[config.mk]
export PLATFORM = sky130hd
export DESIGN_NAME = mru_frame_serializer
export DESIGN_NICKNAME = d
export VERILOG_FILES = /design/src/rtl/mru_frame_serializer.sv
export SDC_FILE = /design/constraint.sdc
export NUM_CORES = 1
export LEC_CHECK = 0
export ABC_AREA = 0
export BUFFER_PORTS_ARGS = -buffer_cell sky130_fd_sc_hd__buf_2
export CAP_MARGIN = 30
export CORE_MARGIN = 1.5
export CORE_UTILIZATION = 55
export CTS_CLUSTER_SIZE = 14
export DETAILED_ROUTE_END_ITERATION = 8
export PLACE_DENSITY = 0.81
export SLEW_MARGIN = 25
export SYNTH_ARGS = -nofsm -noshare
export SYNTH_HDL_FRONTEND = slang
export SYNTH_SLANG_ARGS = --single-unit
[constraint.sdc]
create_clock -name clk_in -period 4.18 [get_ports clk_in]
set_input_delay 0.418 -clock clk_in [delete_from_list [all_inputs] [get_ports clk_in]]
set_output_delay 0.418 -clock clk_in [all_outputs]
set_load 0.005 [all_outputs]
[src/rtl/mru_frame_serializer.sv]
// Serializes a snapshot of the MRU list as a frame of beats whenever the list changes.
// List changes that arrive during a frame are merged into one follow-up frame.
module mru_frame_serializer #(
  parameter int DATA_W = 8,
  parameter int CNT_W  = 8
) (
  input  logic              clk_in,
  input  logic              reset_n_in,
  input  logic [DATA_W-1:0] in_0,
  input  logic [DATA_W-1:0] in_1,
  input  logic [DATA_W-1:0] in_2,
  input  logic [DATA_W-1:0] in_3,
  input  logic              in_valid_0,
  input  logic              in_valid_1,
  input  logic              in_valid_2,
  input  logic              in_valid_3,
  output logic [DATA_W-1:0] m_data,
  output logic [1:0]        m_idx,
  output logic              m_last,
  output logic              m_valid,
  input  logic              m_ready,
  output logic              busy,
  output logic [CNT_W-1:0]  coalesce_cnt
);

  typedef enum logic {IDLE, SEND} state_t;

  state_t                   state_q, state_d;
  logic                     pending_q, pending_d;
  logic [3:0][DATA_W-1:0]   shadow_q;
  logic [3:0]               shadowValid_q;
  logic [3:0][DATA_W-1:0]   snap_q, snap_d;
  logic [3:0]               snapValid_q, snapValid_d;
  logic [DATA_W-1:0]        mData_q, mData_d;
  logic [1:0]               mIdx_q, mIdx_d;
  logic                     mLast_q, mLast_d;
  logic                     mValid_q, mValid_d;
  logic [CNT_W-1:0]         cnt_q, cnt_d;

  logic [3:0][DATA_W-1:0]   live;
  logic [3:0]               liveValid;
  logic                     change;
  logic [1:0]               liveFirst, liveHigh, snapNext, snapHigh;

  assign live      = {in_3, in_2, in_1, in_0};
  assign liveValid = {in_valid_3, in_valid_2, in_valid_1, in_valid_0};

  // Lowest valid index at or above start.
  function automatic logic [1:0] firstFrom(input logic [3:0] v, input int start);
    logic [1:0] r;
    r = 2'd0;
    for (int i = 3; i >= 0; i--) begin
      if (i >= start && v[i]) r = 2'(i);
    end
    return r;
  endfunction

  function automatic logic [1:0] highest(input logic [3:0] v);
    logic [1:0] r;
    r = 2'd0;
    for (int i = 0; i < 4; i++) begin
      if (v[i]) r = 2'(i);
    end
    return r;
  endfunction

  assign liveFirst = firstFrom(liveValid, 0);
  assign liveHigh  = highest(liveValid);
  assign snapNext  = firstFrom(snapValid_q, int'(mIdx_q) + 1);
  assign snapHigh  = highest(snapValid_q);

  // Data of an invalid entry never counts as a change.
  always_comb begin
    change = 1'b0;
    for (int i = 0; i < 4; i++) begin
      if (liveValid[i] != shadowValid_q[i]) change = 1'b1;
      else if (liveValid[i] && (live[i] != shadow_q[i])) change = 1'b1;
    end
  end

  always_comb begin
    state_d     = state_q;
    pending_d   = pending_q;
    snap_d      = snap_q;
    snapValid_d = snapValid_q;
    mData_d     = mData_q;
    mIdx_d      = mIdx_q;
    mLast_d     = mLast_q;
    mValid_d    = mValid_q;
    cnt_d       = cnt_q;

    if (change && pending_q && (cnt_q != {CNT_W{1'b1}})) cnt_d = cnt_q + 1'b1;

    unique case (state_q)
      IDLE: begin
        if (change && (|liveValid)) begin
          snap_d      = live;
          snapValid_d = liveValid;
          state_d     = SEND;
          mValid_d    = 1'b1;
          mIdx_d      = liveFirst;
          mData_d     = live[liveFirst];
          mLast_d     = (liveFirst == liveHigh);
        end
      end
      SEND: begin
        if (change) pending_d = 1'b1;
        if (mValid_q && m_ready) begin
          if (!mLast_q) begin
            mIdx_d  = snapNext;
            mData_d = snap_q[snapNext];
            mLast_d = (snapNext == snapHigh);
          end else if (pending_q || change) begin
            // Follow-up frame starts straight away from the current live list.
            snap_d      = live;
            snapValid_d = liveValid;
            pending_d   = 1'b0;
            if (|liveValid) begin
              mIdx_d  = liveFirst;
              mData_d = live[liveFirst];
              mLast_d = (liveFirst == liveHigh);
            end else begin
              state_d  = IDLE;
              mValid_d = 1'b0;
              mLast_d  = 1'b0;
            end
          end else begin
            state_d  = IDLE;
            mValid_d = 1'b0;
            mLast_d  = 1'b0;
          end
        end
      end
      default: state_d = IDLE;
    endcase
  end

  always_ff @(posedge clk_in or negedge reset_n_in) begin
    if (!reset_n_in) begin
      state_q       <= IDLE;
      pending_q     <= 1'b0;
      shadow_q      <= '0;
      shadowValid_q <= '0;
      snap_q        <= '0;
      snapValid_q   <= '0;
      mData_q       <= '0;
      mIdx_q        <= '0;
      mLast_q       <= 1'b0;
      mValid_q      <= 1'b0;
      cnt_q         <= '0;
    end else begin
      state_q       <= state_d;
      pending_q     <= pending_d;
      shadow_q      <= live;
      shadowValid_q <= liveValid;
      snap_q        <= snap_d;
      snapValid_q   <= snapValid_d;
      mData_q       <= mData_d;
      mIdx_q        <= mIdx_d;
      mLast_q       <= mLast_d;
      mValid_q      <= mValid_d;
      cnt_q         <= cnt_d;
    end
  end

  assign m_data       = mData_q;
  assign m_idx        = mIdx_q;
  assign m_last       = mLast_q;
  assign m_valid      = mValid_q;
  assign busy         = (state_q == SEND);
  assign coalesce_cnt = cnt_q;

endmodule

==> impl_results.md <==
* Yosys reg bits at between 90 and 100
* Area growth, synth to finish at 12.4%
* DR WL/cell at around 20 µm
* Num CTS Buffers at 9
* Period minus WS final at approximately 3200 ps
* Post-synth top area cell: dfrtp_1
* Leak at 2.23 nW
* First-pass GRT wire length at between 15000 and 20000 µm
* IO Count at 60
* Core ar. at a little under 8000 µm²
* RR Endpoint: snapValid_q[2]
* Register-to-register path setup slack at 950 ps
* H-tree Lvls at 3
* HP Class: in2async
* Arr. time, crit path at ~3500 ps
* Largest net degree at the start of global routing at 58
* Gr ovfl total at 0
* Pwr per Cell Area at between 600 and 700 nW/µm²
* Setup Skew at about 14 ps
* Final wirelength at 9600 µm
* Synth Flop Type: dfrtp_1
* Final worst slack at about 950 ps
* Outcome: completed
* Placed Area at around 4700 µm²
* Synth Warn # at 0
* Synth area leaders: dfrtp_1, mux2_4, mux4_2, xnor2_1, mux2_1
* # setup viols final at 0
* Layout cells sized above 1 at 32.6%
* Sink Count at between 90 and 100
* DR pass1 iterations at 4
* Crit end category: register
* Maximum vdd drop at between 0.2 and 0.3 mV
* Hold buffers post-CTS at 0
* Total number of vias at between 2000 and 3000
* Initial Util at a little under three fifths
* Residual DRC at 0
* Post-synthesis cell type count at between 40 and 50
* Cell area after layout at about 5000 µm²
* CP startpoint: shadow_q[5]
* Post-Syn Instances at approximately 320
* MaxCap Viol Count at 0
* Vias in the first global route at about 2900
* Slew @ Worst Pin at a little under 800 ps
* CTS root buffer: clkbuf_8
* PortBufs at 59
* Worst Path Required at ~4400 ps
* Clk Latency, worst-skew pair at ~350 ps
* GRT Util Overall at between 20 and 25%
* CP max FO at 20
* Pre-CTS WS at approximately 870 ps
* Seq/Total Area, Yosys at around 53%
* Critical Path Source Type: register
* RR Startpoint: shadow_q[5]
* WS Path Type: reg2reg
* Post-synth EDFFs at 0
* Final period util at ~77%
* R2R depth at 9
* Slew headroom at 47.7%
* Nets at 426
* Post-Syn Area at ~4400 µm²
* Fmax at ~310 MHz
* # resized after CTS at 0
* Total negative slack at 0 ps
* Syn nets at approximately 360
* Longest Clk Path Bufs at 2
* Async SR Flop Fraction at 100%
* Die footprint at around 8500 µm²
* CTS tree: built
* Post-CTS Setup Bufs at 0
* Top-area cell type share of the netlist area at between 50% and 60%
* Fin util at between 60% and 70%
* Placement Rows at 32
* Post-DP HPWL at 6610 µm
* Routed Antenna Nets at 0
* Ant diodes at 0
* RSZ-0062 raised after global routing: no
* Die Y at 92.1 µm
* Die width at ~92 µm
* Initial antenna violation count at 0
* Via density per instance at just under 6
* Fin. Hold Viols at 0
* DR iter-0 viols at ~190
* Max Slew Vio Count at 0
* Synthesized area per cell at about 14 µm²
* Clock-pin slew on the worst setup and hold paths at ~90 ps
* Routability Congestion at 0.852
## cells in the mapped netlist (2+ instances only)
| cell type | instances |
|---|---|
| o22ai_1 | 5 |
| mux2_2 | 2 |
| nor2b_1 | 9 |
| nor2_1 | 5 |
| buf_12 | 3 |
| nand2_1 | 23 |
| a21oi_1 | 5 |
| o22ai_2 | 2 |
| clkbuf_1 | 6 |
| a22oi_1 | 2 |
| inv_1 | 7 |
| a211oi_1 | 7 |
| a222oi_1 | 2 |
| o211a_1 | 2 |
| xnor2_1 | 20 |
| mux2_4 | 30 |
| nand4_1 | 7 |
| o21ai_0 | 7 |
| and3_1 | 3 |
| o211ai_1 | 2 |
| nand3_1 | 4 |
| mux2_1 | 15 |
| nor4_1 | 2 |
| o221ai_1 | 8 |
| xor2_1 | 14 |
| or4_1 | 2 |
| o32ai_1 | 2 |
| o21ai_1 | 6 |
| mux4_2 | 8 |
| nand2b_1 | 3 |
| dfrtp_1 | 93 |
| mux2i_1 | 2 |
## critical path: stages, from the launching register on
cell	delay (ps)
dfrtp_1	390
xor2_1	170
nor4_1	500
nand4_1	200
o22ai_1	300
nand4_4	210
o211ai_2	180
and2_2	530
buf_12	270
mux2_1	350
## report_power, final
part	internal, W	total (W)	switching, W
Combinational	0.000677	0.00129	0.000617
Clock	0.000233	0.000537	0.000305
Sequential	0.00119	0.00142	0.000225
## kinds of logic (layout without fill, tap and decap cells)
logic type	count (synthesis)	after routing	share of synthesized area [%]
AOI/OAI and AO/OA	55	55	9.23
xor gates and xnor gates	34	34	6.82
adders and majority gates	2	2	0.516
buffers and inverters	19	86	3.04
DFF	93	93	53.3
muxes	57	57	19.3
and+or+nand+nor	63	63	7.82
## state kept, by name, indices dropped and copies added, names as in the netlist
register       count
m_idx              2
shadowValid_q      4
m_data             8
snap_q            32
shadow_q          32
coalesce_cnt       8
pending_q          1
m_last             1
snapValid_q        3
busy               1
m_valid            1
## how the worst max path moves through the flow
stage / end / slack, ps / cells after the start
detailed placement: snapValid_q[1] / 870 / 10
finish: snapValid_q[2] / 950 / 9
global placement: snapValid_q[2] / 950 / 10
CTS: snapValid_q[2] / 960 / 9
global route: snapValid_q[2] / 910 / 9
floorplan: snapValid_q[3] / 1790 / 9
## stage by stage
step / cells / hold slack [ps] / total power [W]
final: 492 / 116 / 0.00325
after global routing: 492 / 164 / 0.00345
after CTS: 491 / 133 / 0.00324
after detailed placement: 476 / 470 / 0.00270
after global placement: 476 / 464 / 0.00264
after floorplan: 323 / 122 / 0.00232
## cells in the final DEF, fill, tap and decap left out, types with 3 or more instances in the layout
cell type	count
nor2_1	5
mux4_2	8
mux2_1	15
o221ai_1	8
dfrtp_1	93
o21ai_1	6
buf_2	58
nor2b_1	9
nand2b_1	3
o21ai_0	7
buf_4	5
and3_1	3
nand4_1	7
xor2_1	14
a21oi_1	5
nand2_1	23
clkbuf_8	10
o22ai_1	5
nand3_1	4
inv_1	7
a211oi_1	7
mux2_4	30
xnor2_1	20
## final cells by class
class	count	area [µm²]
clock buffers	11	141
clock inverters	4	32.5
fillers	607	2780
inverters	7	26.3
multi-input cells	211	1910
flip-flops and latches	93	2330
well taps	102	128
repair buffers	64	348
## layer usage
metal / global-route usage (%) / up-vias / part of all wire (%)
met1: 34.3 / 1495 / 43
li1: - / 1310 / -
met4: 8.97 / 0 / 1.7
met3: 3.98 / 12 / 5.3
met2: 38.7 / 107 / 50
met5: 0 / - / 0
Power figures use the tool's default switching activity.
